[config.mk]
export PLATFORM = sky130hd
export DESIGN_NAME = lsu_param_flat
export DESIGN_NICKNAME = d
export VERILOG_FILES = /design/src/rtl/lsu_mem_if.sv /design/src/rtl/lsu_param.sv /design/src/flat_wrapper.sv
export SDC_FILE = /design/constraint.sdc
export NUM_CORES = 1
export LEC_CHECK = 0
export CAP_MARGIN = 20
export CORE_AREA = 2 2 80 82
export CTS_CLUSTER_DIAMETER = 40
export DETAILED_ROUTE_END_ITERATION = 12
export DIE_AREA = 0 0 82 84
export HOLD_SLACK_MARGIN = 0.06
export PLACE_DENSITY = 0.75
export SETUP_SLACK_MARGIN = 0.1
export SYNTH_ARGS = -nofsm -noshare
export SYNTH_HDL_FRONTEND = slang
export SYNTH_SLANG_ARGS = --single-unit
[constraint.sdc]
create_clock -name clk -period 1.9 [get_ports clk]
set_input_delay 0.38 -clock clk [delete_from_list [all_inputs] [get_ports clk]]
set_output_delay 0.38 -clock clk [all_outputs]
set_load 0.005 [all_outputs]
[src/rtl/lsu_mem_if.sv]
// Data-memory channel between an LSU lane and memory: independent read and write request/ready pairs.
// The master drives valid, address and data, and the slave answers with ready (and read data).
interface lsu_mem_if #(
  parameter int ADDR_BITS = 8,
  parameter int DATA_BITS = 8
);
  logic                 mem_read_valid;
  logic [ADDR_BITS-1:0] mem_read_address;
  logic                 mem_read_ready;
  logic [DATA_BITS-1:0] mem_read_data;
  logic                 mem_write_valid;
  logic [ADDR_BITS-1:0] mem_write_address;
  logic [DATA_BITS-1:0] mem_write_data;
  logic                 mem_write_ready;

  modport master (
    output mem_read_valid, mem_read_address,
    output mem_write_valid, mem_write_address, mem_write_data,
    input  mem_read_ready, mem_read_data, mem_write_ready
  );

  modport slave (
    input  mem_read_valid, mem_read_address,
    input  mem_write_valid, mem_write_address, mem_write_data,
    output mem_read_ready, mem_read_data, mem_write_ready
  );
endinterface

[src/rtl/lsu_param.sv]
// Per-lane load/store unit: LDR/STR at rs+imm over a valid/ready channel, with bounded wait and error flag.
// Latency is 3 edges minimum from REQUEST to DONE; valid is held until ready or timeout, and enable=0 freezes everything.
module lsu_param #(
  parameter int ADDR_BITS      = 8,
  parameter int DATA_BITS      = 8,
  parameter int IMM_BITS       = 4,
  parameter int TIMEOUT_CYCLES = 255
) (
  input  logic                 clk,
  input  logic                 reset,
  input  logic                 enable,
  input  logic [2:0]           core_state,
  input  logic                 decoded_mem_read_enable,
  input  logic                 decoded_mem_write_enable,
  input  logic [ADDR_BITS-1:0] rs,
  input  logic [IMM_BITS-1:0]  imm,
  input  logic [DATA_BITS-1:0] rt,
  lsu_mem_if.master            mem,
  output logic [1:0]           lsu_state,
  output logic [DATA_BITS-1:0] lsu_out,
  output logic                 lsu_error
);

  localparam logic [2:0] CORE_REQUEST = 3'b011;
  localparam logic [2:0] CORE_UPDATE  = 3'b110;

  localparam logic [1:0] S_IDLE = 2'd0;
  localparam logic [1:0] S_REQ  = 2'd1;
  localparam logic [1:0] S_WAIT = 2'd2;
  localparam logic [1:0] S_DONE = 2'd3;

  // A zero timeout still needs a legal one-bit counter; the compare is gated off.
  localparam int CW = (TIMEOUT_CYCLES > 0) ? $clog2(TIMEOUT_CYCLES + 1) : 1;

  logic [1:0]           r_state;
  logic                 r_is_store;
  logic [CW-1:0]        r_cnt;
  logic [DATA_BITS-1:0] r_out;
  logic                 r_err;
  logic                 r_rd_vld;
  logic [ADDR_BITS-1:0] r_rd_addr;
  logic                 r_wr_vld;
  logic [ADDR_BITS-1:0] r_wr_addr;
  logic [DATA_BITS-1:0] r_wr_dat;

  logic [ADDR_BITS-1:0] w_addr;
  logic [CW-1:0]        w_cnt_inc;
  logic                 w_timeout;

  assign w_addr    = rs + ADDR_BITS'($signed(imm));
  assign w_cnt_inc = r_cnt + 1'b1;
  assign w_timeout = (TIMEOUT_CYCLES != 0) && (w_cnt_inc == CW'(TIMEOUT_CYCLES));

  always_ff @(posedge clk) begin
    if (reset) begin
      r_state    <= S_IDLE;
      r_is_store <= 1'b0;
      r_cnt      <= '0;
      r_out      <= '0;
      r_err      <= 1'b0;
      r_rd_vld   <= 1'b0;
      r_rd_addr  <= '0;
      r_wr_vld   <= 1'b0;
      r_wr_addr  <= '0;
      r_wr_dat   <= '0;
    end else if (enable) begin
      case (r_state)
        S_IDLE: begin
          if (core_state == CORE_REQUEST) begin
            if (decoded_mem_read_enable && decoded_mem_write_enable) begin
              r_err   <= 1'b1;
              r_state <= S_DONE;
            end else if (decoded_mem_read_enable ^ decoded_mem_write_enable) begin
              r_is_store <= decoded_mem_write_enable;
              r_state    <= S_REQ;
            end
          end
        end
        S_REQ: begin
          r_cnt <= '0;
          if (r_is_store) begin
            r_wr_vld  <= 1'b1;
            r_wr_addr <= w_addr;
            r_wr_dat  <= rt;
          end else begin
            r_rd_vld  <= 1'b1;
            r_rd_addr <= w_addr;
          end
          r_state <= S_WAIT;
        end
        S_WAIT: begin
          // Ready is checked before the timeout so a same-edge ready completes cleanly.
          if (!r_is_store && mem.mem_read_ready) begin
            r_out    <= mem.mem_read_data;
            r_rd_vld <= 1'b0;
            r_state  <= S_DONE;
          end else if (r_is_store && mem.mem_write_ready) begin
            r_wr_vld <= 1'b0;
            r_state  <= S_DONE;
          end else if (w_timeout) begin
            r_rd_vld <= 1'b0;
            r_wr_vld <= 1'b0;
            r_err    <= 1'b1;
            r_state  <= S_DONE;
          end else begin
            r_cnt <= w_cnt_inc;
          end
        end
        S_DONE: begin
          if (core_state == CORE_UPDATE) begin
            r_err   <= 1'b0;
            r_state <= S_IDLE;
          end
        end
        default: r_state <= S_IDLE;
      endcase
    end
  end

  assign mem.mem_read_valid    = r_rd_vld;
  assign mem.mem_read_address  = r_rd_addr;
  assign mem.mem_write_valid   = r_wr_vld;
  assign mem.mem_write_address = r_wr_addr;
  assign mem.mem_write_data    = r_wr_dat;
  assign lsu_state             = r_state;
  assign lsu_out               = r_out;
  assign lsu_error             = r_err;

endmodule

[src/flat_wrapper.sv]
// flat-port wrapper written by rule: the top's interface ports become plain ports
module lsu_param_flat 
#(
  parameter int ADDR_BITS      = 8,
  parameter int DATA_BITS      = 8,
  parameter int IMM_BITS       = 4,
  parameter int TIMEOUT_CYCLES = 255
)
  (clk, reset, enable, core_state, decoded_mem_read_enable, decoded_mem_write_enable, rs, imm, rt, lsu_state, lsu_out, lsu_error, mem_mem_read_valid, mem_mem_read_address, mem_mem_write_valid, mem_mem_write_address, mem_mem_write_data, mem_mem_read_ready, mem_mem_read_data, mem_mem_write_ready);
  lsu_mem_if #(.ADDR_BITS(ADDR_BITS), .DATA_BITS(DATA_BITS)) mem_i ();
  input  logic clk;
  input  logic reset;
  input  logic enable;
  input  logic [2:0] core_state;
  input  logic decoded_mem_read_enable;
  input  logic decoded_mem_write_enable;
  input  logic [ADDR_BITS-1:0] rs;
  input  logic [IMM_BITS-1:0] imm;
  input  logic [DATA_BITS-1:0] rt;
  output logic [1:0] lsu_state;
  output logic [DATA_BITS-1:0] lsu_out;
  output logic lsu_error;
  output wire logic [$bits(mem_i.mem_read_valid)-1:0] mem_mem_read_valid;
  output wire logic [$bits(mem_i.mem_read_address)-1:0] mem_mem_read_address;
  output wire logic [$bits(mem_i.mem_write_valid)-1:0] mem_mem_write_valid;
  output wire logic [$bits(mem_i.mem_write_address)-1:0] mem_mem_write_address;
  output wire logic [$bits(mem_i.mem_write_data)-1:0] mem_mem_write_data;
  input wire logic [$bits(mem_i.mem_read_ready)-1:0] mem_mem_read_ready;
  input wire logic [$bits(mem_i.mem_read_data)-1:0] mem_mem_read_data;
  input wire logic [$bits(mem_i.mem_write_ready)-1:0] mem_mem_write_ready;
  assign mem_mem_read_valid = mem_i.mem_read_valid;
  assign mem_mem_read_address = mem_i.mem_read_address;
  assign mem_mem_write_valid = mem_i.mem_write_valid;
  assign mem_mem_write_address = mem_i.mem_write_address;
  assign mem_mem_write_data = mem_i.mem_write_data;
  assign mem_i.mem_read_ready = mem_mem_read_ready;
  assign mem_i.mem_read_data = mem_mem_read_data;
  assign mem_i.mem_write_ready = mem_mem_write_ready;
  lsu_param #(.ADDR_BITS(ADDR_BITS), .DATA_BITS(DATA_BITS), .IMM_BITS(IMM_BITS), .TIMEOUT_CYCLES(TIMEOUT_CYCLES)) u_core (.clk(clk), .reset(reset), .enable(enable), .core_state(core_state), .decoded_mem_read_enable(decoded_mem_read_enable), .decoded_mem_write_enable(decoded_mem_write_enable), .rs(rs), .imm(imm), .rt(rt), .mem(mem_i), .lsu_state(lsu_state), .lsu_out(lsu_out), .lsu_error(lsu_error));
endmodule
* Yosys cells after proc, flatten, opt, wreduce, memory -nomap -nowiden
Cells that the tools add are included.
W data, S select, Z words.
** Cells by class
- $mul :: 0
- Div/mod/pow operators :: 0
- Equal/unequal tests :: 20
- Reductions and logical operators :: 16
- Bitwise logic cells :: 3
- Multiplexer cells :: 28
- $lt $le $gt $ge :: 0
- $add $sub $neg :: 2
- Shift operators :: 0
** Operators with widths (number)
- $reduce_and A5 Y1 :: 5
- $mux W8 :: 3
- $pmux W8 S2 :: 1
- $mux W2 :: 7
- $mux W1 :: 13
- $ne A2 B1 Y1 const B :: 5
- $ne A3 B1 Y1 const B :: 3
- $reduce_and A3 Y1 :: 3
- $add A8 B1 Y8 const B :: 1
- $add A8 B8 Y8 :: 1
- $eq A8 B8 Y1 const B :: 1
- $ne A2 B2 Y1 const B :: 4
- $pmux W2 S4 :: 1
- $reduce_and A8 Y1 :: 1
- $eq A2 B2 Y1 const B :: 2
- $ne A4 B1 Y1 const B :: 1
- $pmux W1 S2 :: 2
- $eq A3 B2 Y1 const B :: 1
- $eq A3 B3 Y1 const B :: 1
- $logic_and A1 B1 Y1 :: 3
- $ne A3 B2 Y1 const B :: 1
- $pmux W1 S3 :: 1
- $reduce_bool A3 Y1 :: 1
- $eq A2 B1 Y1 const B :: 1
- other kinds (5) :: 6
** Storage, ports and cells
- Memories kept :: 0
- Latch bits :: 0
- Register bits after elaboration :: 46
- Bits in read-only memories :: 0
- RAM bits :: 0

* Longest topological paths before layout
Gate-level depths: netlist (run 1).
- Depth in word-level cells :: 6
- Depth in mapped cells :: 8

* Worst setup path before layout (run 1)
Ideal clock, no wire load.
- Kind :: input to register
- Start point :: input rs[1]
- End point :: register u_core.r_rd_addr[7] (netlist: u_core.mem.mem_read_address[7])
- Path buffers :: 0
- Cell stages on the path :: 6
- Path slack :: -0.015 ns
- Data arrival time :: 1.826 ns
- Path through :: ha_1 -> a21o_1 -> a211o_1 -> a2111oi_4 -> o21ai_1 -> a311oi_2
** Between the ends
- Cells in the longest elaborated chain, start to end :: 1
** Ends and longest elaborated chain
- from (decl) :: RTL line flat_wrapper.sv:17 : input logic [ADDR_BITS-1:0] rs;
- $add A8 B8 Y8 :: RTL line lsu_param.sv:50 : assign w_addr = rs + ADDR_BITS'($signed(imm));
- to (signal assigned) :: RTL line lsu_param.sv:87 : r_rd_addr <= w_addr;
- to (decl) :: RTL line lsu_param.sv:41 : logic [ADDR_BITS-1:0] r_rd_addr;
No other way between the ends.
A chain may end at the register's enable or synchronous reset.

* Worst setup path after layout (run 1)
- Start point :: input core_state[2]
- End point :: register u_core.r_err (netlist: u_core.lsu_error)
** Between the ends
- Cells in the longest elaborated chain, start to end :: 3
- Elaborated cells between the ends (all ways) :: 5
- Classes of those cells :: eq/ne (4); reduce/logical (1)
** Ends and longest elaborated chain
- from (decl) :: RTL line flat_wrapper.sv:14 : input logic [2:0] core_state;
- $eq A3 B3 Y1 / $eq A3 B2 Y1 (equally long branches) :: RTL line lsu_param.sv:110, lsu_param.sv:69
- $ne A2 B1 Y1 (no source line)
- $reduce_and A8 Y1 (no source line) *
- to (signal assigned) :: RTL line lsu_param.sv:71 : r_err <= 1'b1;
- to (signal assigned) :: RTL line lsu_param.sv:103 : r_err <= 1'b1;
- to (signal assigned) :: RTL line lsu_param.sv:111 : r_err <= 1'b0;
- to (decl) :: RTL line lsu_param.sv:39 : logic r_err;
Mark *: on every way between the ends. The rest lies on a longest branch, timed or not.

==> results.md, run 1 <==
* Worst hold path cell count at 2
* Drc violations at 0
* Final setup margin at 105 ps
* Avg WL per Cell at 14.0 µm
* Detailed Routing Iterations Pass 1 at 4
* Clock Pin Slew Worst Setup and Hold Paths at 100 ps
* Fin crit share at 94.5%
* Final setup vio count at 0
* Max clock buf depth at 2
* Syn. warnings at 0
* Fillers at 536
* Pint at 1.48 mW
* Part of the power in registers at 48.0%
* Mean post-synth cell area at 8.22 µm²
* Final Max Slew Viols at 0
* Nets at 469
* Area Overhead vs Synth at 56.4%
* Die Width at 82 µm
* Register area share after synthesis at 37.1%
* CORE AREA at 6100 µm²
* First-pass GRT wire length at 11200 µm
* Status: complete, no violations
* CTS tree: built
* Worst-margin pin slew at 393 ps
* DP Area at 3610 µm²
* Syn Inst Count at 302
* Main flop type after synthesis: dfxtp_1
* Layout cell share with drive strength beyond 1 at 23.3%
* Clock power frac at 32.1%
* Total GRT Usage at 20.6%
* Switching pwr at 581 µW
* CP Launch Type: input port
* WP data required at 2110 ps
* Pre-CTS WS at -555 ps
* DRT iter0 DRCs at 115
* Setup crit end kind: flip-flop
* Gpl congestion at 0.866
* Via-to-Cell Ratio at 5.25
* CP arrival at 2010 ps
* Die H at 84 µm
* Number of global-route vias before repair at 2528
* H-tree Lvls at 2
* Post-synth net total at 355
* Cell Rows at 29
* Antenna violations before repair at 0
* Critical path class: input port to flip-flop
* DP HPWL at 5010 µm
* Yosys cell types at 54
* CP max stage cell: clkdlybuf4s50_1
* Clk root buf: clkbuf_8
* Tmin final at 1790 ps
* Drt total wl at 6940 µm
* Cells along the critical path: clkdlybuf4s50_1 -> nor4bb_4 -> o31a_1 -> nand4_1 -> o21ai_2 -> mux2_4
* I/O pin count at 75
* Ant diodes at 0
* Worst skew pair latency at 320 ps
* Multi-input gate area at 1610 µm²
* # clock sinks at 46
* # port buffers at 74
* Pwr Density at 530 nW/µm²
* RSZ-0062 raised after global routing: true
* Switch share at 28.2%
* MaxCap Viol Count at 0
* Worst-path fanout max at 3
* Setup tns final at 0 ps
* Cell area after layout at 3880 µm²
* Largest net degree at the start of global routing at 18
* Gate power share at 19.9%
* Hold_ws at 459 ps
* Peak VDD IR at 0.000324 V
* Max frequency at 0.557 GHz
* Total CTS buffers at 5
* Mapped Area at 2480 µm²
* Pleak at 1.44 nW
* EDFF count, synth at 0
* Asr flop ratio synth at 0%
* Rel. slew slack at 73.8%
* Post-route ant nets at 0
* Worst stage delay on the critical path at 560 ps
* HP Class: flip-flop to flip-flop
* Vias after detailed routing at 2595
* R2R depth at 8
* Seq. cell area at 933 µm²
* Die area at 6890 µm²
* Initial Utilization at 40.7%
* Final hold violation count at 0
* FF+latch count, synth at 46
* Pwr Total at 2.06 mW
* Worst Skew at 6.53 ps
* Gr ovfl total at 0
-- metal layers --
metal / part of all wire (%) / GRT usage, % / routed length [µm]
met5: 0 / 0 / 0
met4: 1.4 / 6.97 / 98
met3: 5.6 / 4.98 / 387
met2: 50 / 35.8 / 3490
met1: 43 / 24.2 / 2960
-- worst paths after layout --
| path | to | slack [ps] | startpoint |
|---|---|---|---|
| min | u_core.lsu_out[3]$_SDFFE_PP0P_ | 460 | u_core.lsu_out[3]$_SDFFE_PP0P_ |
| min reg2reg | u_core.lsu_out[3]$_SDFFE_PP0P_ | 460 | u_core.lsu_out[3]$_SDFFE_PP0P_ |
| max | u_core.lsu_error$_SDFFE_PP0P_ | 110 | core_state[2] |
| max reg2reg | u_core.lsu_error$_SDFFE_PP0P_ | 110 | u_core.r_cnt[1]$_SDFFE_PP0P_ |
-- per-stage QoR --
stage / std cells / utilization, %
6_report: 494 / 63.7
4_1_cts: 493 / 61.9
5_1_grt: 494 / 63.7
2_1_floorplan: 302 / -
3_5_place_dp: 481 / 59.3
3_3_place_gp: 481 / 59.3
-- state kept, by name (all words and copies together), names as in the netlist, 2 cells and up --
signal,flops
u_core.lsu_out,8
u_core.lsu_state,2
u_core.mem.mem_read_address,8
u_core.mem.mem_write_address,8
u_core.mem.mem_write_data,8
u_core.r_cnt,8
-- cells by family after synthesis --
group,synth area share [%]
multiplexers,2.67
buffers and inverters,4.74
AO/OA/AOI/OAI,22.2
flip-flops,37.1
XOR/XNOR,2.47
AND/OR/NAND/NOR,22.9
adder cells (fa/ha/maj),7.86
-- layout by cell type, fill, tap and decap left out, types with 3 or more instances in the layout --
cell type,n
dfxtp_4,3
clkbuf_8,5
ha_2,3
o21ai_0,4
clkdlybuf4s50_1,65
and3_1,5
inv_2,4
inv_1,13
nor4_1,3
nor2_1,14
buf_4,42
o21a_1,5
o22ai_1,5
nor3_1,4
ha_4,4
nand4_1,3
o31ai_1,5
a31oi_1,3
buf_6,3
dfxtp_1,42
nand2_1,54
ha_1,7
dlygate4sd2_1,4
a21oi_1,30
nor2b_1,3
nand3_1,15
xnor2_1,5
o21ai_2,3
mux2i_1,3
o21ai_1,3
-- power groups by stage --
| stage | registers [mW] | clock network, mW | logic (mW) |
|---|---|---|---|
| 2_1_floorplan | 1.01 | 0 | 0.175 |
| 3_3_place_gp | 1.01 | 0 | 0.365 |
| 3_5_place_dp | 1.01 | 0 | 0.371 |
| 4_1_cts | 0.987 | 0.679 | 0.388 |
| 5_1_grt | 0.989 | 0.718 | 0.449 |
| 6_report | 0.987 | 0.660 | 0.410 |
-- repair_timing --
| item | 4_1_cts | 5_1_grt |
|---|---|---|
| buffers inserted | 4 | 1 |
| pin swaps | 17 | 18 |
| gates cloned | 0 | 0 |
| gates resized for setup | 29 | 27 |
| setup endpoints to repair | 10 | 17 |
| hold buffers | 0 | 0 |
-- synthesized netlist by cell type (4+ instances only) --
cell      count  area (µm²)
nand2_1      54         203
dfxtp_1      46         921
a21oi_1      30         150
inv_1        18        67.6
nand3_1      16        80.1
ha_1         14         175
nor2_1       14        52.6
clkbuf_1      9        33.8
o21ai_0       7        35.0
and3_1        6        37.5
o22ai_1       6        37.5
o21a_1        5        37.5
o31ai_1       5        37.5
xnor2_1       5        43.8
nor2b_1       4        25.0
nor3_1        4        20.0
-- worst max-delay path: cells and delay by family --
kind / cells / cell delay (ps)
mux: 1 / 310
buf+inv: 1 / 560
compound gates: 2 / 400
simple gates: 2 / 340
-- layout make-up --
| cell class | count | area share, % |
|---|---|---|
| Multi-Input combinational cell | 225 | 41.5 |
| Timing Repair Buffer | 119 | 27.6 |
| Sequential cell | 46 | 24.0 |
| Tap cell | 77 | 2.48 |
| Inverter | 19 | 1.90 |
| Clock buffer | 5 | 1.77 |
| Clock inverter | 3 | 0.709 |
(Power assumes the default switching activity.)
==> run 2: changes to the inputs <==
- SKIP_CTS_REPAIR_TIMING: not set -> 1
==> results.md, run 2 (synthesis results as in run 1) <==
* Avg WL per Cell at 14.1 µm (was 14.0 µm)
* First-pass GRT wire length at 10900 µm (was 11200 µm)
* Most common cell after layout, fill and taps aside: clkdlybuf4s50_1 (unchanged)
* Total GRT Usage at 19.9% (was 20.6%)
* Cell area after layout at 3870 µm² (was 3880 µm²)
* Critical path class: input port to flip-flop (unchanged)
* # clock sinks at 46 (unchanged)
* H-tree Lvls at 2 (unchanged)
* Total CTS buffers at 5 (unchanged)
* Layout cell share with drive strength beyond 1 at 21.5% (was 23.3%)
* Worst-path fanout max at 2 (was 3)
* Die H at 84 µm (unchanged)
* Pint at 1.47 mW (was 1.48 mW)
* CP arrival at 2060 ps (was 2010 ps)
* Final setup vio count at 0 (unchanged)
* Rel. slew slack at 74.3% (was 73.8%)
* DP Area at 3610 µm² (unchanged)
* Final hold violation count at 0 (unchanged)
* Gate power share at 19.8% (was 19.9%)
* Pre-CTS WS at -555 ps (unchanged)
* Die area at 6890 µm² (unchanged)
* R2R depth at 8 (unchanged)
* Final cell count without fillers at 491 (was 494)
* Tmin final at 1830 ps (was 1790 ps)
* Reg-to-reg startpoint: u_core.lsu_state[1]$_SDFFE_PP0P_ (was u_core.r_cnt[1]$_SDFFE_PP0P_)
* FF-to-FF setup slack at 80 ps (was 110 ps)
* Final Max Slew Viols at 0 (unchanged)
* Clock power frac at 32.1% (about the same)
* Clock Pin Slew Worst Setup and Hold Paths at 100 ps (about the same)
* Final setup margin at 66.7 ps (was 105 ps)
* Switch share at 28.1% (was 28.2%)
* DP HPWL at 5010 µm (unchanged)
* Worst hold path cell count at 2 (unchanged)
* Met2 Resource Use GR at 34.0% (was 35.8%)
* Worst-margin pin slew at 382 ps (was 393 ps)
* Nets at 466 (was 469)
* Fin crit share at 96.5% (was 94.5%)
* Worst Skew at 5.59 ps (was 6.53 ps)
* Fillers at 529 (was 536)
* Cell Rows at 29 (unchanged)
* Worst skew pair latency at 310 ps (was 320 ps)
* Vias after detailed routing at 2592 (was 2595)
* DRT iter0 DRCs at 114 (was 115)
* Pwr Total at 2.05 mW (was 2.06 mW)
* Status: complete, no violations (unchanged)
* CORE AREA at 6100 µm² (unchanged)
* Pwr Density at 530 nW/µm² (about the same)
* Via-to-Cell Ratio at 5.28 (was 5.25)
* Max clock buf depth at 2 (unchanged)
* Setup crit end kind: flip-flop (unchanged)
* Peak VDD IR at 0.000331 V (was 0.000324 V)
* RSZ-0062 raised after global routing: true (unchanged)
* Clk root buf: clkbuf_8 (unchanged)
* CTS tree: built (unchanged)
* Switching pwr at 576 µW (was 581 µW)
* M3 GR Usage at 4.98% (unchanged)
* Post-route ant nets at 0 (unchanged)
* GRT busiest layer: met2 (unchanged)
* Detailed Routing Iterations Pass 1 at 4 (unchanged)
* Pleak at 1.46 nW (was 1.44 nW)
* Drc violations at 0 (unchanged)
* Hold_sp: u_core.mem.mem_write_data[5]$_SDFFE_PP0P_ (was u_core.lsu_out[3]$_SDFFE_PP0P_)
* MaxCap Viol Count at 0 (unchanged)
* HP Class: flip-flop to flip-flop (unchanged)
* Part of the power in registers at 48.2% (was 48.0%)
* Number of global-route vias before repair at 2477 (was 2528)
* # port buffers at 74 (unchanged)
* I/O pin count at 75 (unchanged)
* Ant diodes at 0 (unchanged)
* Gpl congestion at 0.866 (unchanged)
* Initial Utilization at 40.7% (unchanged)
* Most frequent cells in the layout: clkdlybuf4s50_1 (64), nand2_1 (54), dfxtp_1 (41), buf_4 (40), a21oi_1 (30) (was clkdlybuf4s50_1 (65), nand2_1 (54), buf_4 (42), dfxtp_1 (42), a21oi_1 (30))
* Max frequency at 0.545 GHz (was 0.557 GHz)
* CP Launch Type: input port (unchanged)
* Largest net degree at the start of global routing at 18 (unchanged)
* Worst Hold End: u_core.mem.mem_write_data[5]$_SDFFE_PP0P_ (was u_core.lsu_out[3]$_SDFFE_PP0P_)
* Die Width at 82 µm (unchanged)
* Area Overhead vs Synth at 55.8% (was 56.4%)
* WP data required at 2130 ps (was 2110 ps)
* Drt total wl at 6910 µm (was 6940 µm)
* DP Cell Count at 481 (unchanged)
* Core Util, Final at 63.5% (was 63.7%)
* Reg-to-reg endpoint: u_core.lsu_error$_SDFFE_PP0P_ (unchanged)
* GRT met1 Usage at 23.7% (was 24.2%)
* Gr ovfl total at 0 (unchanged)
* Antenna violations before repair at 0 (unchanged)
-- run 2: cell count changes in the layout (fill, tap and decap cells not counted), sizes merged --
cell and delta:
buf -5, clkbuf +1, clkdlybuf4s50 -1, clkdlybuf4s15 -1, dlygate4sd2 -4, dlymetal6s2s +7
-- run 2: area by class of cell --
cell class                      instances  area [µm²]  area share [%]
Sequential cell                        46         935            24.2
Tap cell                               77        96.3            2.49
Clock buffer                            5        68.8            1.78
Clock inverter                          3        27.5           0.712
Multi-Input combinational cell        225        1590            41.1
Timing Repair Buffer                  116        1070            27.7
Inverter                               19        76.3            1.97
-- run 2: worst max-delay path, cell delays in order --
cell,delay [ps]
clkbuf_2,110
ha_4,230
a21o_1,200
a211o_1,360
a2111oi_4,390
o21ai_2,120
a311oi_2,260
-- run 2: power groups by stage --
| stage | registers, mW | clock network, mW | logic [mW] |
|---|---|---|---|
| after global routing | 0.988 | 0.720 | 0.442 |
| after CTS | 0.989 | 0.679 | 0.374 |
| final | 0.987 | 0.657 | 0.405 |
| after floorplan | 1.01 | 0 | 0.175 |
| after global placement | 1.01 | 0 | 0.365 |
| after detailed placement | 1.01 | 0 | 0.371 |
-- run 2: metal layers --
metal	part of all wire, %	wire length (µm)
met1	42	2920
met5	0	0
met2	50	3450
met4	2.1	148
met3	5.8	398
-- run 2: worst max-delay path by stage --
stage                                                  end  slack [ps]  cells after the start                              from
3_5_place_dp   u_core.mem.mem_read_address[7]$_SDFFE_PP0P_        -560                      7                             rs[1]
4_1_cts        u_core.mem.mem_read_address[7]$_SDFFE_PP0P_        -230                      7                             rs[1]
3_3_place_gp   u_core.mem.mem_read_address[7]$_SDFFE_PP0P_        -490                      7                             rs[1]
5_1_grt                      u_core.lsu_error$_SDFFE_PP0P_         -10                      8  u_core.lsu_state[0]$_SDFFE_PP0P_
2_1_floorplan  u_core.mem.mem_read_address[7]$_SDFFE_PP0P_          90                      6                             rs[1]
6_report       u_core.mem.mem_read_address[7]$_SDFFE_PP0P_          70                      7                             rs[1]
-- run 2: metrics by stage --
step	hold WS (ps)	TNS, ps
after global routing	490	-13.7
after CTS	462	-702
after detailed placement	448	-4290
final	460	0
after floorplan	453	0
after global placement	441	-3690
